## src/rtl/stopwatch_pkg.sv

```systemverilog
// Shared types and constants for the stopwatch: run-state encoding, BCD digit type
// and the per-digit rollover limits (tenths, seconds, tens of seconds, minutes).
package stopwatch_pkg;

    typedef enum logic [1:0] {
        ST_IDLE  = 2'd0,
        ST_RUN   = 2'd1,
        ST_PAUSE = 2'd2
    } sw_state_t;

    typedef logic [3:0] bcd_t;

    localparam bcd_t DIG0_MAX = 4'd9;
    localparam bcd_t DIG1_MAX = 4'd9;
    localparam bcd_t DIG2_MAX = 4'd5;
    localparam bcd_t DIG3_MAX = 4'd9;

endpackage

```

## src/rtl/stopwatch_core_button_debounce.sv

```systemverilog
// Raw button conditioner: 2-FF synchronizer, stability counter and a one-cycle
// press pulse on the accepted rising level. Accepted releases produce no pulse.
module button_debounce #(
    parameter int DEBOUNCE_CYCLES = 1_000_000
) (
    input  logic clock,
    input  logic reset_n,
    input  logic i_btn,
    output logic o_press
);

    localparam int CNT_W = $clog2(DEBOUNCE_CYCLES + 1);
    localparam logic [CNT_W-1:0] CNT_LAST = CNT_W'(DEBOUNCE_CYCLES - 1);

    logic             r_sync1;
    logic             r_sync2;
    logic             r_level;
    logic             r_press;
    logic [CNT_W-1:0] r_cnt;
    logic             w_differs;
    logic             w_accept;

    // r_cnt holds how many earlier cycles the synchronized level has disagreed with r_level
    assign w_differs = (r_sync2 != r_level);
    assign w_accept  = w_differs && (r_cnt == CNT_LAST);

    always_ff @(posedge clock or negedge reset_n) begin
        if (!reset_n) begin
            r_sync1 <= 1'b0;
            r_sync2 <= 1'b0;
            r_level <= 1'b0;
            r_press <= 1'b0;
            r_cnt   <= '0;
        end else begin
            r_sync1 <= i_btn;
            r_sync2 <= r_sync1;
            r_press <= w_accept && r_sync2;
            if (w_accept) begin
                r_level <= r_sync2;
                r_cnt   <= '0;
            end else if (w_differs) begin
                r_cnt <= r_cnt + 1'b1;
            end else begin
                r_cnt <= '0;
            end
        end
    end

    assign o_press = r_press;

endmodule

```

## src/rtl/stopwatch_core.sv

```systemverilog
// Stopwatch time base: debounced start/clear control, prescaled M.SS.t BCD counter.
// Define STOPWATCH_LAP_EN to add the lap-hold display freeze driven by btn_lap.
module stopwatch_core #(
    parameter int CLK_HZ          = 100_000_000,
    parameter int TICK_HZ         = 10,
    parameter int DEBOUNCE_CYCLES = 1_000_000
) (
    input  logic       clock,
    input  logic       reset_n,
    input  logic       btn_start,
    input  logic       btn_clear,
    input  logic       btn_lap,
    output logic [3:0] hex3,
    output logic [3:0] hex2,
    output logic [3:0] hex1,
    output logic [3:0] hex0,
    output logic       running,
    output logic       overflow
);
    import stopwatch_pkg::*;

    // state   | meaning
    // IDLE    | digits zero, stopped
    // RUN     | prescaler advancing, digits count
    // PAUSE   | prescaler and digits frozen, fraction kept

    localparam int TICK_DIV = CLK_HZ / TICK_HZ;
    localparam int PRE_W    = (TICK_DIV > 1) ? $clog2(TICK_DIV) : 1;
    localparam logic [PRE_W-1:0] PRE_TERM = PRE_W'(TICK_DIV - 1);

    sw_state_t        r_state;
    sw_state_t        w_state_nxt;
    logic             r_running;
    logic             r_overflow;
    logic [PRE_W-1:0] r_pre;
    bcd_t             r_dig3, r_dig2, r_dig1, r_dig0;
    logic             w_start, w_clear;
    logic             w_tick;
    logic             w_c0, w_c1, w_c2, w_c3;
    logic [15:0]      w_live;
    logic [15:0]      w_show;

    button_debounce #(.DEBOUNCE_CYCLES(DEBOUNCE_CYCLES)) u_db_start (
        .clock(clock), .reset_n(reset_n), .i_btn(btn_start), .o_press(w_start)
    );
    button_debounce #(.DEBOUNCE_CYCLES(DEBOUNCE_CYCLES)) u_db_clear (
        .clock(clock), .reset_n(reset_n), .i_btn(btn_clear), .o_press(w_clear)
    );

    always_ff @(posedge clock or negedge reset_n) begin
        if (!reset_n) begin
            r_state   <= ST_IDLE;
            r_running <= 1'b0;
        end else begin
            r_state   <= w_state_nxt;
            r_running <= (w_state_nxt == ST_RUN);
        end
    end

    always_comb begin
        w_state_nxt = r_state;
        if (w_clear) begin
            w_state_nxt = ST_IDLE;
        end else if (w_start) begin
            case (r_state)
                ST_IDLE:  w_state_nxt = ST_RUN;
                ST_RUN:   w_state_nxt = ST_PAUSE;
                ST_PAUSE: w_state_nxt = ST_RUN;
                default:  w_state_nxt = ST_IDLE;
            endcase
        end
    end

    assign w_tick = (r_state == ST_RUN) && (r_pre == PRE_TERM);
    assign w_c0   = (r_dig0 == DIG0_MAX);
    assign w_c1   = w_c0 && (r_dig1 == DIG1_MAX);
    assign w_c2   = w_c1 && (r_dig2 == DIG2_MAX);
    assign w_c3   = w_c2 && (r_dig3 == DIG3_MAX);

    // A tick coinciding with a start press still increments; the FSM pauses afterwards
    always_ff @(posedge clock or negedge reset_n) begin
        if (!reset_n) begin
            r_pre      <= '0;
            r_dig3     <= '0;
            r_dig2     <= '0;
            r_dig1     <= '0;
            r_dig0     <= '0;
            r_overflow <= 1'b0;
        end else if (w_clear) begin
            r_pre      <= '0;
            r_dig3     <= '0;
            r_dig2     <= '0;
            r_dig1     <= '0;
            r_dig0     <= '0;
            r_overflow <= 1'b0;
        end else begin
            if (r_state == ST_RUN) begin
                r_pre <= w_tick ? '0 : r_pre + 1'b1;
            end
            if (w_tick) begin
                r_dig0 <= w_c0 ? '0 : r_dig0 + 4'd1;
                if (w_c0) r_dig1 <= w_c1 ? '0 : r_dig1 + 4'd1;
                if (w_c1) r_dig2 <= w_c2 ? '0 : r_dig2 + 4'd1;
                if (w_c2) r_dig3 <= w_c3 ? '0 : r_dig3 + 4'd1;
                if (w_c3) r_overflow <= 1'b1;
            end
        end
    end

    assign w_live = {r_dig3, r_dig2, r_dig1, r_dig0};

`ifdef STOPWATCH_LAP_EN
    logic        w_lap;
    logic        r_lap_hold;
    logic [15:0] r_lap_dig;

    button_debounce #(.DEBOUNCE_CYCLES(DEBOUNCE_CYCLES)) u_db_lap (
        .clock(clock), .reset_n(reset_n), .i_btn(btn_lap), .o_press(w_lap)
    );

    always_ff @(posedge clock or negedge reset_n) begin
        if (!reset_n) begin
            r_lap_hold <= 1'b0;
            r_lap_dig  <= '0;
        end else if (w_clear) begin
            r_lap_hold <= 1'b0;
        end else if (w_lap && (r_state != ST_IDLE)) begin
            r_lap_hold <= !r_lap_hold;
            if (!r_lap_hold) r_lap_dig <= w_live;
        end
    end

    assign w_show = r_lap_hold ? r_lap_dig : w_live;
`else
    logic w_unused_lap;
    assign w_unused_lap = btn_lap;
    assign w_show       = w_live;
`endif

    assign {hex3, hex2, hex1, hex0} = w_show;
    assign running  = r_running;
    assign overflow = r_overflow;

endmodule

```

## config.mk

```make
export PLATFORM = sky130hd
export DESIGN_NAME = stopwatch_core
export DESIGN_NICKNAME = d
export VERILOG_FILES = /design/src/rtl/stopwatch_pkg.sv /design/src/rtl/stopwatch_core_button_debounce.sv /design/src/rtl/stopwatch_core.sv
export SDC_FILE = /design/constraint.sdc
export NUM_CORES = 1
export LEC_CHECK = 0
export BUFFER_PORTS_ARGS = -buffer_cell sky130_fd_sc_hd__clkbuf_2
export CORE_MARGIN = 2
export CORE_UTILIZATION = 50
export DETAILED_ROUTE_END_ITERATION = 10
export PLACE_DENSITY = 0.75
export SLEW_MARGIN = 20
export SYNTH_ARGS = -nofsm -noshare
export SYNTH_HDL_FRONTEND = slang
export SYNTH_SLANG_ARGS = --single-unit
```

## constraint.sdc

```tcl
create_clock -name clock -period 2.16 [get_ports clock]
set_input_delay 0.432 -clock clock [delete_from_list [all_inputs] [get_ports clock]]
set_output_delay 0.432 -clock clock [all_outputs]
set_load 0.1 [all_outputs]
```

==> impl_metrics.yaml, run 1 <==
clock_network:
  clock_sinks: 92
  cts_tree: "built"
  clkLatencyLatePin_ns: 0.36
  root_buffer: "clkbuf_8"
  cts_max_level: 3
  postCtsSetupRepairBufs: 0
  numCtsBuffers: 9
  cts.clk_slew.worst_paths_ns: 0.09
  cts_max_path_buffers: 2
layout:
  finalNonFillerCells: 616
  drive_above_1_share_pct: 14.1
  final_nets: 516
  synthToLayoutAreaGrowth_pct: 11.8
  antenna_cells: 0
placement:
  pre_cts_ws_ns: 0.159
  post-dp-hpwl_um: 6070
  portBuffers: 21
  dp.cells: 598
  place.gp.congestion: 0.906
sta:
  rsz0062_at_grt: "no"
  tightest_slew_ns: 0.566
  clock.fmax_mhz: 502
  max_slew_margin_pct: 62.1
  setup_ws_ns: 0.170
  hold_viol: 0
  setup_viol: 0
  tns_ns: 0
  skew_ns: 0.0116
  fin_crit_sh_pct: 92.2
  drv_slew: 0
  fin_crit_ns: 1.99
global_route:
  track_usage_pct: 19.4
  grt_pass1_wl_um: 15600
  antenna_found_initial: 0
  gr-total-overflow: 0
  use_met3_pct: 5.08
  gr-usage-met2_pct: 31.8
  grt_max_degree: 72
  grt_most_used_layer: "met2"
  grt_pass1_vias: 3356
  grt_use_met1_pct: 25.0
worst_setup_path:
  reg2reg_depth: 4
  worstSetupPathType: "flip-flop to flip-flop"
  start_kind: "flip-flop"
  required_ns: 2.45
  critPathMaxFanout: 11
  r2r-end: "hex2[0]$_DFFE_PN0P_"
  arrival_ns: 2.28
  r2r-start: "r_pre[18]$_DFFE_PN0P_"
  end_kind: "flip-flop"
  rrSetupSlack_ns: 0.17
logic_synthesis:
  synth_cell_types: 50
  yosys.area_share.simple_pct: 27.2
  ys_seq_area_share_pct: 50.0
  synthXorXnorAreaFrac_pct: 11.2
  synthMuxAreaShare_pct: 0.733
  synth_nets: 483
  yosys_warnings: 0
  synth_cells: 467
  synth_compound_area_share_pct: 5.40
  ys_seq_elements: 92
  avgSynthCellArea_um2: 9.87
  synth_ff_type: "dfrtp_1"
  synthArstFlopShare_pct: 100
  synth_top_family_by_area: "simple AND/OR/NAND/NOR gates"
  synth_edf_count: 0
  syn_area_mm2: 0.00461
  synth_adder_area_share_pct: 2.99
power_and_ir_drop:
  ir_worst_vdd_mv: 0.342
  pwr_density_cell_mw_per_mm2: 602
  p_leak_uw: 0.00231
worst_hold_path:
  hold_path.class: "input pin to flip-flop"
  holdPathEnd: "u_db_start.r_sync1$_DFF_PN0_"
  hp-start: "btn_start"
  min_path_cells: 1
route:
  routed_via_density: 5.61
  via_count: 3457
  drc: 0
  antenna_left: 0
  firstDrtPassIters: 4
  routedWlPerCell_um: 14.6
  first_iter_violations: 93
  routed_wl_um: 9010
die:
  die_height_um: 100
  dieArea_mm2: 0.0100
  core_area_mm2: 0.00911
  io_pins: 23
  num_rows: 35
  start_util_pct: 50.6
  die_w_um: 100
run:
  maxCapViolCount: 0
status:
  status: "finished clean"
per-stage QoR:
step / cell area [µm²] / utilization [%] / hold slack [ns] / total power (µW)
6_report: 5150 / 56.6 / 0.179 / 3100
5_1_grt: 5150 / 56.6 / 0.152 / 3220
4_1_cts: 5140 / 56.4 / 0.158 / 3140
3_5_place_dp: 4910 / 53.9 / 0.336 / 1850
3_3_place_gp: 4910 / 53.9 / 0.336 / 1850
2_1_floorplan: 4620 / - / 0.136 / 1800
repair_timing:
| action | CTS | global route |
|---|---|---|
| hold buffers | 1 | 0 |
| setup endpoints to repair | 0 | 5 |
| resized for setup | 0 | 1 |
| hold endpoints to repair | 21 | 0 |
cell usage after synthesis (2+ instances only):
cell type	instances	share of area, %
o21ai_0	10	1.1
nor3_1	11	1.2
and2_1	3	0.41
or4_1	7	1.1
dfrtp_1	92	50
and4_1	7	1.3
nor4b_1	2	0.38
buf_6	2	0.49
o31ai_1	3	0.49
and3_1	20	2.7
and3b_1	2	0.38
nor2_1	82	6.7
inv_1	10	0.81
mux2_2	3	0.73
xnor2_1	37	7.0
or3_1	5	0.68
a21boi_0	2	0.33
nor3b_1	4	0.65
nand3_1	22	2.4
nand2_1	33	2.7
nor4_1	5	0.68
ha_1	11	3.0
o21a_1	3	0.49
a21oi_1	16	1.7
nand4_1	15	2.0
nor2b_1	4	0.54
xor2_1	22	4.2
clkbuf_1	10	0.81
nand2b_1	3	0.41
cell usage in the layout (no fill, tap or decap), types with 15 or more instances in the layout:
master    Yosys  final
dfrtp_1      92     83
nor2_1       82     82
xnor2_1      37     37
nand2_1      33     33
xor2_1       22     22
nand3_1      22     22
and3_1       20     20
clkbuf_2      0     20
a21oi_1      16     16
nand4_1      15     15
layout make-up:
type,count,area (µm²)
Fill cell,787,3960
Sequential cell,92,2320
Multi-Input combinational cell,351,2200
Timing Repair Buffer,35,228
Tap cell,111,139
Clock buffer,10,138
Clock inverter,6,86.3
Inverter,11,41.3
per-layer routing:
metal | up-vias | share of wire (%)
met3 | 6 | 4.1
met4 | 0 | 0.95
met2 | 60 | 49
met1 | 1713 | 46
met5 | - | 0
li1 | 1678 | -
kinds of logic after synthesis:
kind of cell | count (synthesis)
buffers and inverters | 25
adders and majority gates | 11
muxes | 3
and+or+nand+nor | 236
xor gates and xnor gates | 59
AOI/OAI and AO/OA | 41
DFF | 92
worst max-delay path by stage:
stage	from	to	slack, ns
finish	r_pre[18]$_DFFE_PN0P_	hex2[0]$_DFFE_PN0P_	0.17
detailed placement	r_pre[7]$_DFFE_PN0P_	hex2[0]$_DFFE_PN0P_	0.16
floorplan	hex1[2]$_DFFE_PN0P_	hex3[2]$_DFFE_PN0P_	0.02
CTS	r_pre[0]$_DFFE_PN0P_	hex2[0]$_DFFE_PN0P_	0.1
global placement	r_pre[7]$_DFFE_PN0P_	hex2[1]$_DFFE_PN0P_	0.20
global route	r_pre[0]$_DFFE_PN0P_	hex1[1]$_DFFE_PN0P_	0.05
flip-flops by register name, summed over array words and instances (netlist names):
register            flops
r_pre                  24
u_db_clear.r_cnt       20
u_db_start.r_cnt       20
hex0                    4
hex1                    4
hex2                    4
hex3                    4
r_state                 2
overflow                1
running                 1
u_db_clear.o_press      1
u_db_clear.r_level      1
u_db_clear.r_sync1      1
u_db_clear.r_sync2      1
u_db_start.o_press      1
u_db_start.r_level      1
u_db_start.r_sync1      1
u_db_start.r_sync2      1
report_power, final:
group | internal, µW | leakage (µW) | switching (µW)
Combinational | 20.9 | 0.000942 | 51.0
Sequential | 1730 | 0.00126 | 12.3
Clock | 684 | 0.000113 | 601
Total | 2440 | 0.00231 | 665
worst max-delay path: stages (launching register included):
cell and delay [ns]:
dfrtp_1 0.46, nor4_4 0.53, nand3_4 0.22, or4_1 0.55, a21oi_1 0.16
Note: power is estimated with default switching activity, not from simulation.
==> inputs of run 2 (changes only) <==
--- a/config.mk
+++ b/config.mk
@@ -6,11 +6,12 @@
 export NUM_CORES = 1
 export LEC_CHECK = 0
 export BUFFER_PORTS_ARGS = -buffer_cell sky130_fd_sc_hd__clkbuf_2
+export CORE_ASPECT_RATIO = 0.9
 export CORE_MARGIN = 2
 export CORE_UTILIZATION = 50
 export DETAILED_ROUTE_END_ITERATION = 10
 export PLACE_DENSITY = 0.75
-export SLEW_MARGIN = 20
+export SLEW_MARGIN = 10
 export SYNTH_ARGS = -nofsm -noshare
 export SYNTH_HDL_FRONTEND = slang
 export SYNTH_SLANG_ARGS = --single-unit
==> impl_metrics.yaml, run 2 (same netlist as run 1, synthesis figures left out) <==
status:
  status: "finished clean"
worst_setup_path:
  worstSetupPathType: "flip-flop to flip-flop"
  cp_top_family: "simple AND/OR/NAND/NOR gates"
  start_kind: "flip-flop"
  crit_chain: "nor4bb_1 > and3_4 > nand3_4 > or4_1 > a21oi_1"
  r2r-start: "r_pre[7]$_DFFE_PN0P_"
  startpoint: "r_pre[7]$_DFFE_PN0P_"
  cp.depth: 5
  r2r-end: "hex2[0]$_DFFE_PN0P_"
  reg2reg_depth: 5
  slowest_stage: "or4_1"
  path_buf_inv: 0
  crit_end: "hex2[0]$_DFFE_PN0P_"
  rrSetupSlack_ns: 0.11
  arrival_ns: 2.33
  max_stage_delay_ns: 0.56
  required_ns: 2.44
  end_kind: "flip-flop"
  critPathMaxFanout: 22
layout:
  final_cell_mix: "dfrtp_1, nor2_1, xnor2_1"
  antenna_cells: 0
  fin_util_pct: 57.0
  largest_register_ff_count: 24
  synthToLayoutAreaGrowth_pct: 11.9
  final_nets: 514
  layout_commonest_cell: "dfrtp_1"
  drive_above_1_share_pct: 13.7
  largestRegisters: "r_pre x24, u_db_clear.r_cnt x20, u_db_start.r_cnt x20"
  regMostFlops: "r_pre"
worst_hold_path:
  hold_path.class: "input pin to flip-flop"
global_route:
  grt_max_degree: 65
  grt_pass1_wl_um: 14700
  grt_most_used_layer: "met2"
  use_met3_pct: 3.62
  gr-total-overflow: 0
  grt_use_met1_pct: 23.3
  antenna_found_initial: 0
  gr-usage-met2_pct: 30.4
  track_usage_pct: 18.2
  grt_pass1_vias: 3328
placement:
  place.gp.congestion: 0.888
  portBuffers: 21
  post-dp-hpwl_um: 5930
  pre_cts_ws_ns: 0.130
sta:
  rsz0062_at_grt: "no"
  setup_ws_ns: 0.113
  skew_ns: 0.0130
  fin_crit_sh_pct: 94.8
  fin_crit_ns: 2.05
  hold_viol: 0
  clock.fmax_mhz: 488
  tightest_slew_ns: 0.551
  max_slew_margin_pct: 63.4
  drv_slew: 0
  setup_viol: 0
  tns_ns: 0
die:
  io_pins: 23
  num_rows: 33
  die_height_um: 95.1
  dieArea_mm2: 0.0100
  start_util_pct: 51.0
  die_w_um: 105
  core_area_mm2: 0.00904
clock_network:
  root_buffer: "clkbuf_8"
  clock_sinks: 92
  cts_max_level: 3
  cts_tree: "built"
  cts.clk_slew.worst_paths_ns: 0.09
  clkLatencyLatePin_ns: 0.36
  numCtsBuffers: 9
  postCtsSetupRepairBufs: 0
  cts_max_path_buffers: 2
route:
  antenna_left: 0
  routed_via_density: 5.44
  drc: 0
  first_iter_violations: 133
  firstDrtPassIters: 4
  routedWlPerCell_um: 13.8
  via_count: 3399
  routed_wl_um: 8610
power_and_ir_drop:
  total_power_uw: 3140
  ir_worst_vdd_mv: 0.290
  pwr_density_cell_mw_per_mm2: 609
  p_leak_uw: 0.00231
run:
  maxCapViolCount: 0
## run 2: cell count changes in the layout (fill, tap and decap cells not counted)
cell,change
clkinv_4,+2
clkinv_2,-2
nand3_2,-1
buf_4,-1
inv_6,+1
clkinvlp_4,-1
## run 2: timing repair
item                       CTS  global route
setup endpoints to repair    0             1
gates resized for setup      0             1
hold buffers                 1             0
hold endpoints to repair    20             0
## run 2: layout make-up
cell class | count | area (µm²)
clock inverter | 6 | 95.1
sequential | 92 | 2320
inverter | 11 | 41.3
fill | 775 | 3890
tap | 122 | 153
clock buffer | 10 | 138
multi-input combinational | 350 | 2190
timing repair buffer | 34 | 220
## run 2: worst min-delay path by stage
stage	start	to	cells past startpoint	slack (ns)
after floorplan	reset_n	hex0[1]$_DFFE_PN0P_	0	0.14
after global placement	u_db_clear.r_sync1$_DFF_PN0_	u_db_clear.r_sync2$_DFF_PN0_	0	0.33
after detailed placement	u_db_clear.r_sync1$_DFF_PN0_	u_db_clear.r_sync2$_DFF_PN0_	0	0.33
after CTS	btn_clear	u_db_clear.r_sync1$_DFF_PN0_	1	0.15
after global routing	btn_clear	u_db_clear.r_sync1$_DFF_PN0_	1	0.15
final	btn_clear	u_db_clear.r_sync1$_DFF_PN0_	1	0.17
## run 2: per-layer routing
layer  part of all wire (%)  routed length, µm
met1                     47               4050
met2                     47               4070
met3                    3.6                313
met4                    2.0                172
met5                      0                  0
## run 2: metrics by stage
| stage | hold slack, ns | cells | instance area, µm² |
|---|---|---|---|
| final | 0.169 | 625 | 5160 |
| after detailed placement | 0.335 | 608 | 4910 |
| after global placement | 0.333 | 608 | 4910 |
| after floorplan | 0.136 | 467 | 4620 |
| after global routing | 0.148 | 625 | 5160 |
| after CTS | 0.149 | 625 | 5150 |
## run 2: worst register-to-register path, stage by stage, from the launching register on
cell      delay, ns
dfrtp_1        0.44
nor4bb_1       0.33
and3_4         0.28
nand3_4        0.19
or4_1          0.56
a21oi_1        0.17
## run 2: power breakdown
| part | internal (µW) | leakage, µW | switching (µW) |
|---|---|---|---|
| clock | 696 | 0.000117 | 624 |
| sequential | 1730 | 0.00126 | 11.6 |
| combinational | 21.3 | 0.000937 | 52.3 |
| total | 2450 | 0.00231 | 688 |
==> inputs of run 3 (changes only) <==
==> constraint.sdc (replaced) <==
create_clock -name clock -period 2.41 [get_ports clock]
set_input_delay 0.482 -clock clock [delete_from_list [all_inputs] [get_ports clock]]
set_output_delay 0.482 -clock clock [all_outputs]
set_load 0.1 [all_outputs]
==> impl_metrics.yaml, run 3 (same netlist as run 1, synthesis figures left out) <==
status:
  status: "finished clean"
worst_setup_path:
  worstSetupPathType: "flip-flop to flip-flop"
  start_kind: "flip-flop"
  arrival_ns: 2.37
  slowest_stage: "or4_1"
  path_buf_inv: 0
  cp_top_family: "simple AND/OR/NAND/NOR gates"
  end_kind: "flip-flop"
  max_stage_delay_ns: 0.56
  required_ns: 2.70
  crit_chain: "nand2b_1 > nor3_4 > nand3_4 > or4_1 > a21oi_1"
  critPathMaxFanout: 22
clock_network:
  numCtsBuffers: 9
  cts_max_path_buffers: 2
  clkLatencyLatePin_ns: 0.36
  cts.clk_slew.worst_paths_ns: 0.09
  postCtsSetupRepairBufs: 0
  cts_tree: "built"
  cts_resized: 0
  cts_max_level: 3
  clock_sinks: 92
  root_buffer: "clkbuf_8"
  cts_hold_buf: 0
placement:
  post-dp-hpwl_um: 5780
  place.gp.congestion: 0.814
  portBuffers: 21
  dp.cells: 601
  pre_cts_ws_ns: 0.340
global_route:
  track_usage_pct: 18.7
  gr-total-overflow: 0
  grt_pass1_wl_um: 15000
  grt_pass1_vias: 3323
  grt_max_degree: 42
  antenna_found_initial: 0
layout:
  synthToLayoutAreaGrowth_pct: 9.01
  final_nets: 506
  antenna_cells: 0
  finalNonFillerCells: 617
  final_cell_mix: "dfrtp_1, nor2_1, xnor2_1"
  largestRegisters: "r_pre x24, u_db_clear.r_cnt x20, u_db_start.r_cnt x20"
  multi_input_area_mm2: 0.00219
  drive_above_1_share_pct: 10.7
  seq_area_mm2: 0.00230
  fill_cells: 790
  largest_register_ff_count: 24
  layout_commonest_cell: "dfrtp_1"
  regMostFlops: "r_pre"
die:
  core_area_mm2: 0.00904
  start_util_pct: 51.0
  die_w_um: 105
  num_rows: 33
  die_height_um: 95.1
  dieArea_mm2: 0.0100
  io_pins: 23
sta:
  drv_slew: 0
  setup_ws_ns: 0.323
  hold_viol: 0
  clock.fmax_mhz: 479
  tns_ns: 0
  setup_viol: 0
  fin_crit_ns: 2.09
  rsz0062_at_grt: "no"
  fin_crit_sh_pct: 86.6
  tightest_slew_ns: 0.589
  max_slew_margin_pct: 60.6
  skew_ns: 0.00824
route:
  firstDrtPassIters: 5
  routed_via_density: 5.44
  via_count: 3355
  routedWlPerCell_um: 13.6
  drc: 0
  antenna_left: 0
  routed_wl_um: 8400
  first_iter_violations: 138
power_and_ir_drop:
  ir_worst_vdd_mv: 0.262
  p_comb_share_pct: 2.4
  p_clk_share_pct: 36.8
  p_int_uw: 1950
  p_sw_share_pct: 24.1
  netSwitchingPower_uw: 620
  power_frac_seq_pct: 60.8
  pwr_density_cell_mw_per_mm2: 512
  p_leak_uw: 0.00225
worst_hold_path:
  hold_path.class: "input pin to async pin"
run:
  maxCapViolCount: 0
-- run 3: final timing paths --
kind / startpoint / end / slack, ns / cells after the start
setup / recovery: r_state[1]$_DFF_PN0_ / hex2[1]$_DFFE_PN0P_ / 0.32 / 5
hold / removal: reset_n / hex1[0]$_DFFE_PN0P_ / 0.04 / 1
setup reg to reg: r_state[1]$_DFF_PN0_ / hex2[1]$_DFFE_PN0P_ / 0.32 / 5
hold reg to reg: u_db_clear.r_sync1$_DFF_PN0_ / u_db_clear.r_sync2$_DFF_PN0_ / 0.36 / 0
max in group asynchronous: reset_n / r_pre[3]$_DFFE_PN0P_ / 1.72 / 2
min in group clock: btn_clear / u_db_clear.r_sync1$_DFF_PN0_ / 0.22 / 1
-- run 3: worst reg2reg max path: cells and delay by family (launching register included) --
| kind | cells | cell delay (ns) |
|---|---|---|
| compound gates | 1 | 0.16 |
| flops | 1 | 0.40 |
| simple gates | 4 | 1.46 |
-- run 3: per-stage QoR --
stage | area (µm²) | util, % | total power (µW) | hold slack (ns)
global route | 5020 | 55.6 | 2690 | 0.0615
detailed placement | 4850 | 53.6 | 1660 | 0.339
CTS | 5020 | 55.6 | 2620 | 0.0498
floorplan | 4610 | - | 1610 | 0.186
finish | 5020 | 55.6 | 2570 | 0.0379
global placement | 4850 | 53.6 | 1660 | 0.332
-- run 3: power by group through the flow --
stage / Sequential, µW / Combinational, µW / Clock, µW
global placement: 1590 / 64.4 / 0
floorplan: 1590 / 20.5 / 0
finish: 1560 / 61.7 / 948
global route: 1570 / 74.5 / 1050
detailed placement: 1590 / 65.0 / 0
CTS: 1560 / 65.5 / 986
-- run 3: area by class of cell --
type | instances | share of cell area, %
timing repair buffer | 26 | 3.14
sequential | 92 | 45.9
multi-input combinational | 350 | 43.6
clock inverter | 6 | 0.946
clock buffer | 10 | 2.54
inverter | 11 | 0.822
tap | 122 | 3.04
-- run 3: metal layers --
layer | vias to the layer above | GRT usage (%) | routed length (µm)
li1 | 1655 | - | -
met1 | 1642 | 24.0 | 3950
met2 | 47 | 31.6 | 4060
met3 | 11 | 4.44 | 281
met4 | 0 | 6.00 | 104
met5 | - | 0 | 0
